==> src/rtl/wand_vector_sequencer.sv <==
// Vector sequencer driving a, b, c, d of the 4-input wired-AND block.
// Define WAND_EXPECT_EN to add the registered expected-output port exp_f.
module wand_vector_sequencer #(
  parameter int HOLD_CYCLES = 5,
  parameter int HOLD_W      = 8
) (
  input  logic       clk,
  input  logic       rst,
  input  logic       start,
  input  logic       stop,
  input  logic [1:0] mode,
  input  logic       loop,
  input  logic [3:0] user_vec,
  output logic       a,
  output logic       b,
  output logic       c,
  output logic       d,
  output logic       vec_valid,
  output logic [3:0] vec_idx,
  output logic       busy,
`ifdef WAND_EXPECT_EN
  output logic       done,
  output logic       exp_f
`else
  output logic       done
`endif
);

  typedef enum logic [1:0] {
    IDLE = 2'd0,
    RUN  = 2'd1,
    DONE = 2'd2
  } state_t;

  state_t            state;
  state_t            state_nxt;
  logic [1:0]        mode_q;
  logic              loop_q;
  logic [3:0]        user_q;
  logic [HOLD_W-1:0] cnt;

  logic [1:0]        mode_nxt;
  logic              loop_nxt;
  logic [3:0]        user_nxt;
  logic [HOLD_W-1:0] cnt_nxt;
  logic [3:0]        vec_nxt;
  logic [3:0]        idx_nxt;
  logic              valid_nxt;
  logic              busy_nxt;
  logic              done_nxt;
  logic              last_hold;
  logic              last_idx;

  function automatic logic [3:0] vec_of(
    input logic [1:0] m,
    input logic [3:0] idx,
    input logic [3:0] u
  );
    unique case (m)
      2'b00:   vec_of = idx;
      2'b01:   vec_of = 4'b1000 >> idx;
      2'b10:   vec_of = idx ^ (idx >> 1);
      default: vec_of = u;
    endcase
  endfunction

  function automatic logic [3:0] last_of(input logic [1:0] m);
    unique case (m)
      2'b01:   last_of = 4'd3;
      2'b11:   last_of = 4'd0;
      default: last_of = 4'd15;
    endcase
  endfunction

  assign last_hold = cnt == HOLD_W'(HOLD_CYCLES - 1);
  assign last_idx  = vec_idx == last_of(mode_q);

  always_ff @(posedge clk) begin
    if (rst) begin
      state     <= IDLE;
      mode_q    <= 2'b00;
      loop_q    <= 1'b0;
      user_q    <= 4'b0000;
      cnt       <= '0;
      {a, b, c, d} <= 4'b0000;
      vec_valid <= 1'b0;
      vec_idx   <= 4'd0;
      busy      <= 1'b0;
      done      <= 1'b0;
    end else begin
      state     <= state_nxt;
      mode_q    <= mode_nxt;
      loop_q    <= loop_nxt;
      user_q    <= user_nxt;
      cnt       <= cnt_nxt;
      {a, b, c, d} <= vec_nxt;
      vec_valid <= valid_nxt;
      vec_idx   <= idx_nxt;
      busy      <= busy_nxt;
      done      <= done_nxt;
    end
  end

  always_comb begin
    state_nxt = state;
    unique case (state)
      IDLE: if (start && !stop) state_nxt = RUN;
      RUN: begin
        if (stop)
          state_nxt = IDLE;
        else if (last_hold && last_idx && !loop_q)
          state_nxt = DONE;
      end
      DONE:    state_nxt = IDLE;
      default: state_nxt = IDLE;
    endcase
  end

  // Next values for every registered output; zero unless a vector is live.
  always_comb begin
    mode_nxt  = mode_q;
    loop_nxt  = loop_q;
    user_nxt  = user_q;
    cnt_nxt   = '0;
    vec_nxt   = 4'b0000;
    idx_nxt   = 4'd0;
    valid_nxt = 1'b0;
    busy_nxt  = 1'b0;
    done_nxt  = 1'b0;
    unique case (state)
      IDLE: begin
        if (start && !stop) begin
          mode_nxt  = mode;
          loop_nxt  = loop;
          user_nxt  = user_vec;
          vec_nxt   = vec_of(mode, 4'd0, user_vec);
          valid_nxt = 1'b1;
          busy_nxt  = 1'b1;
        end
      end
      RUN: begin
        if (!stop) begin
          valid_nxt = 1'b1;
          busy_nxt  = 1'b1;
          if (!last_hold) begin
            cnt_nxt = cnt + 1'b1;
            idx_nxt = vec_idx;
          end else if (!last_idx) begin
            idx_nxt = 4'(vec_idx + 4'd1);
          end else if (!loop_q) begin
            valid_nxt = 1'b0;
            busy_nxt  = 1'b0;
            done_nxt  = 1'b1;
          end
          if (valid_nxt)
            vec_nxt = vec_of(mode_q, idx_nxt, user_q);
        end
      end
      default: ;
    endcase
  end

`ifdef WAND_EXPECT_EN
  always_ff @(posedge clk) begin
    if (rst) exp_f <= 1'b0;
    else     exp_f <= (&vec_nxt) & valid_nxt;
  end
`endif

endmodule

==> config.mk <==
export PLATFORM = sky130hd
export DESIGN_NAME = wand_vector_sequencer
export DESIGN_NICKNAME = d
export VERILOG_FILES = /design/src/rtl/wand_vector_sequencer.sv
export SDC_FILE = /design/constraint.sdc
export NUM_CORES = 1
export LEC_CHECK = 0
export BUFFER_PORTS_ARGS = -buffer_cell sky130_fd_sc_hd__buf_2
export CORE_UTILIZATION = 45
export CTS_BUF_LIST = sky130_fd_sc_hd__clkbuf_4 sky130_fd_sc_hd__clkbuf_8
export CTS_CLUSTER_SIZE = 28
export DETAILED_ROUTE_END_ITERATION = 12
export PLACE_DENSITY = 0.62
export SETUP_SLACK_MARGIN = 0.1
export SLEW_MARGIN = 20
export SYNTH_ARGS = -nofsm -noshare
export SYNTH_HDL_FRONTEND = slang
export SYNTH_SLANG_ARGS = --single-unit
==> constraint.sdc <==
create_clock -name clk -period 3 [get_ports clk]
set_input_delay 0.15 -clock clk [delete_from_list [all_inputs] [get_ports clk]]
set_output_delay 0.15 -clock clk [all_outputs]
set_load 0.005 [all_outputs]
==> results.sh <==
export IMPL_status="complete, no violations"
export IMPL_post_drt_wl_per_cell_um=13.7
export IMPL_synth_edf_count=0
export IMPL_synth_seq_cells=27
export IMPL_multi_input_area_um2=855
export IMPL_synth_top_area_share_pct=36.5
export IMPL_finalSetupViolations=0
export IMPL_first_pass_iters=4
export IMPL_port_buffers=21
export IMPL_root_buffer="clkbuf_4"
export IMPL_switchingPower_mw=0.144
export IMPL_pwr_share_clk_pct=28.2
export IMPL_cts_buffers=3
export IMPL_cp_data_arrival_time_ps=2740
export IMPL_track_usage_pct=20.3
export IMPL_p_comb_share_pct=7.8
export IMPL_vias_per_cell=5.59
export IMPL_cts_tree="built"
export IMPL_clk_pin_slew_ps=150
export IMPL_dp_hpwl_mm=2.48
export IMPL_first_iter_violations=71
export IMPL_drive_gt1_share_pct=18.2
export IMPL_core_area_um2=3080
export IMPL_h_tree_depth=1
export IMPL_die_x_um=59.3
export IMPL_crit_path_start_kind="register"
export IMPL_critPathTopFamily="compound AO/OA/AOI/OAI gates"
export IMPL_min_path_type="input pin to register"
export IMPL_post_cts_setup_buffers=0
export IMPL_period_share_pct=83.5
export IMPL_dpl_cell_area_um2=1600
export IMPL_drc_errors=0
export IMPL_synth_nets=194
export IMPL_end_kind="register"
export IMPL_grt_setup_unrepaired="no"
export IMPL_max_slew_margin_pct=59.9
export IMPL_setup_tns_final_ps=0
export IMPL_antenna_left=0
export IMPL_synth_top_area_cell="dfxtp_1"
export IMPL_slowest_stage="or3b_2"
export IMPL_fill_cells=310
export IMPL_critical_path_max_stage_delay_ps=520
export IMPL_worst_pin_slew_ps=596
export IMPL_mostFrequentLayoutCells="dfxtp_1 (27), nand2_1 (22), buf_2 (21), nor2_1 (17), a21oi_1 (11)"
export IMPL_insertion_delay_ps=330
export IMPL_crit_type="register to register"
export IMPL_die_area_um2=3520
export IMPL_final_common_cell="dfxtp_1"
export IMPL_timing_max_transition_violations_final=0
export IMPL_final_hold_violation_count=0
export IMPL_layout_nets=213
export IMPL_antenna_found_initial=0
export IMPL_synthTopCellsByArea="dfxtp_1 (37%), nand2_1 (5.6%), nor2_1 (4.3%)"
export IMPL_post_synth_cell_area_avg_um2=8.22
export IMPL_p_leak_nw=0.598
export IMPL_power_density_nw_per_um2=355
export IMPL_max_cap_violations=0
export IMPL_grt_pass1_vias=1185
export IMPL_crit_path_max_fanout=13
export IMPL_postLayoutCellArea_um2=1630
export IMPL_routed_wl_mm=3.31
export IMPL_syn_area_um2=1480
export IMPL_min_period_ps=2500
export IMPL_p_int_mw=0.435
export IMPL_fin_util_pct=53.0
export IMPL_clock_sinks=27
export IMPL_gr_total_overflow=0
export IMPL_row_count=20
export IMPL_boundaryPins=22
export IMPL_finClkSkew_ps=5.81
export IMPL_place_congestion=0.929
export IMPL_synth_distinct_cells=47
export IMPL_cts_hold_buf=0
export IMPL_cts_buffer_depth=2
export IMPL_ir_drop_uv=154
export IMPL_start_util_pct=48.0
export IMPL_grt_max_degree=16
export IMPL_max_clock_freq_mhz=399
export IMPL_antennaDiodeCount=0
export IMPL_path_buf_inv=0
export IMPL_postSynthCellCount=180
export IMPL_asyncSetResetFlopFracSynth_pct=0
export IMPL_cp_required_ps=3240
export IMPL_p_sw_share_pct=24.9
export IMPL_grt_first_pass_wirelength_mm=5.38
export IMPL_register_area_um2=541
export IMPL_cts_resized=0
export IMPL_cp_cell_sequence="or3b_2, a2111oi_2, nor2_1, o31ai_1, o21ai_0, o211a_1"
export IMPL_power_frac_seq_pct=64.1
export IMPL_yosysWarnings=0
export IMPL_synth_sequential_area_ratio_pct=36.5
export IMPL_die_h_um=59.3
export IMPL_area_delta_synth_final_pct=10.3
export IMPL_vias=1352
export IMPL_fin_total_pwr_mw=0.579
export IMPL_synth_main_ff_cell="dfxtp_1"
-- flip-flops by register name (all words and copies together), names as in the netlist --
register   count
cnt            8
user_q         4
vec_idx        4
mode_q         2
state          2
a              1
b              1
c              1
d              1
done           1
loop_q         1
vec_valid      1
-- final timing paths --
path,start,slack [ps],depth (start not counted),end
max reg2reg,vec_idx[0],500,6,b
min,loop,40,3,loop_q
min reg2reg,user_q[3],470,2,user_q[3]
max,vec_idx[0],500,6,b
-- worst min-delay path, stage by stage --
cell and delay, ps:
buf_2 90, nand2_1 50, a21oi_1 50
-- layout make-up --
type	instances	area share, %
Clock buffer	3	1.38
Clock inverter	1	0.307
Inverter	9	2.07
Multi-Input combinational cell	135	52.4
Sequential cell	27	33.1
Tap cell	44	3.37
Timing Repair Buffer	23	7.36
-- cells by family (layout without fill, tap and decap cells) --
| logic type | count (synthesis) | after routing | share of synthesized area, % |
|---|---|---|---|
| AO/OA/AOI/OAI | 35 | 35 | 17.1 |
| XOR/XNOR | 9 | 9 | 5.33 |
| adder cells (fa/ha/maj) | 3 | 3 | 2.54 |
| buffers and inverters | 18 | 36 | 5.67 |
| flip-flops | 27 | 27 | 36.5 |
| multiplexers | 1 | 1 | 0.677 |
| AND/OR/NAND/NOR | 87 | 87 | 32.1 |
-- per-layer routing --
layer / global-route usage [%] / up-vias / wire [um]
met2: 31.0 / 40 / 1510
met3: 2.62 / 4 / 140
met4: 9.18 / 0 / 29
met1: 28.6 / 623 / 1630
met5: 0 / - / 0
li1: - / 685 / -
-- through the flow --
step                hold WS (ps)  instances  setup slack (ps)
floorplan                    286        180               694
global placement             401        238               612
detailed placement           399        238               534
CTS                         34.6        242               518
global route                34.7        242               356
finish                      37.2        242               496
-- cells in the mapped netlist (all sizes together), types with 2 or more instances --
master   n
dfxtp   27
a211oi   3
buf      4
nor4b    2
nor2b    4
a21oi   11
xnor2    4
nand4    3
nor3     6
nand2b   2
xor2     5
o311ai   3
nor4     5
nand2   22
a221oi   3
o21a     2
inv      9
o21ai    4
clkbuf   5
nor2    17
or2      2
or4      2
nand3b   3
a31oi    3
nand3    9
and3     3
ha       3
-- power groups by stage --
stage / Clock [mW] / Combinational (mW) / Sequential [mW]
detailed placement: 0 / 0.0447 / 0.379
global route: 0.181 / 0.0501 / 0.372
CTS: 0.165 / 0.0449 / 0.371
floorplan: 0 / 0.0295 / 0.376
global placement: 0 / 0.0439 / 0.379
finish: 0.163 / 0.0450 / 0.371
(Power assumes the default switching activity.)
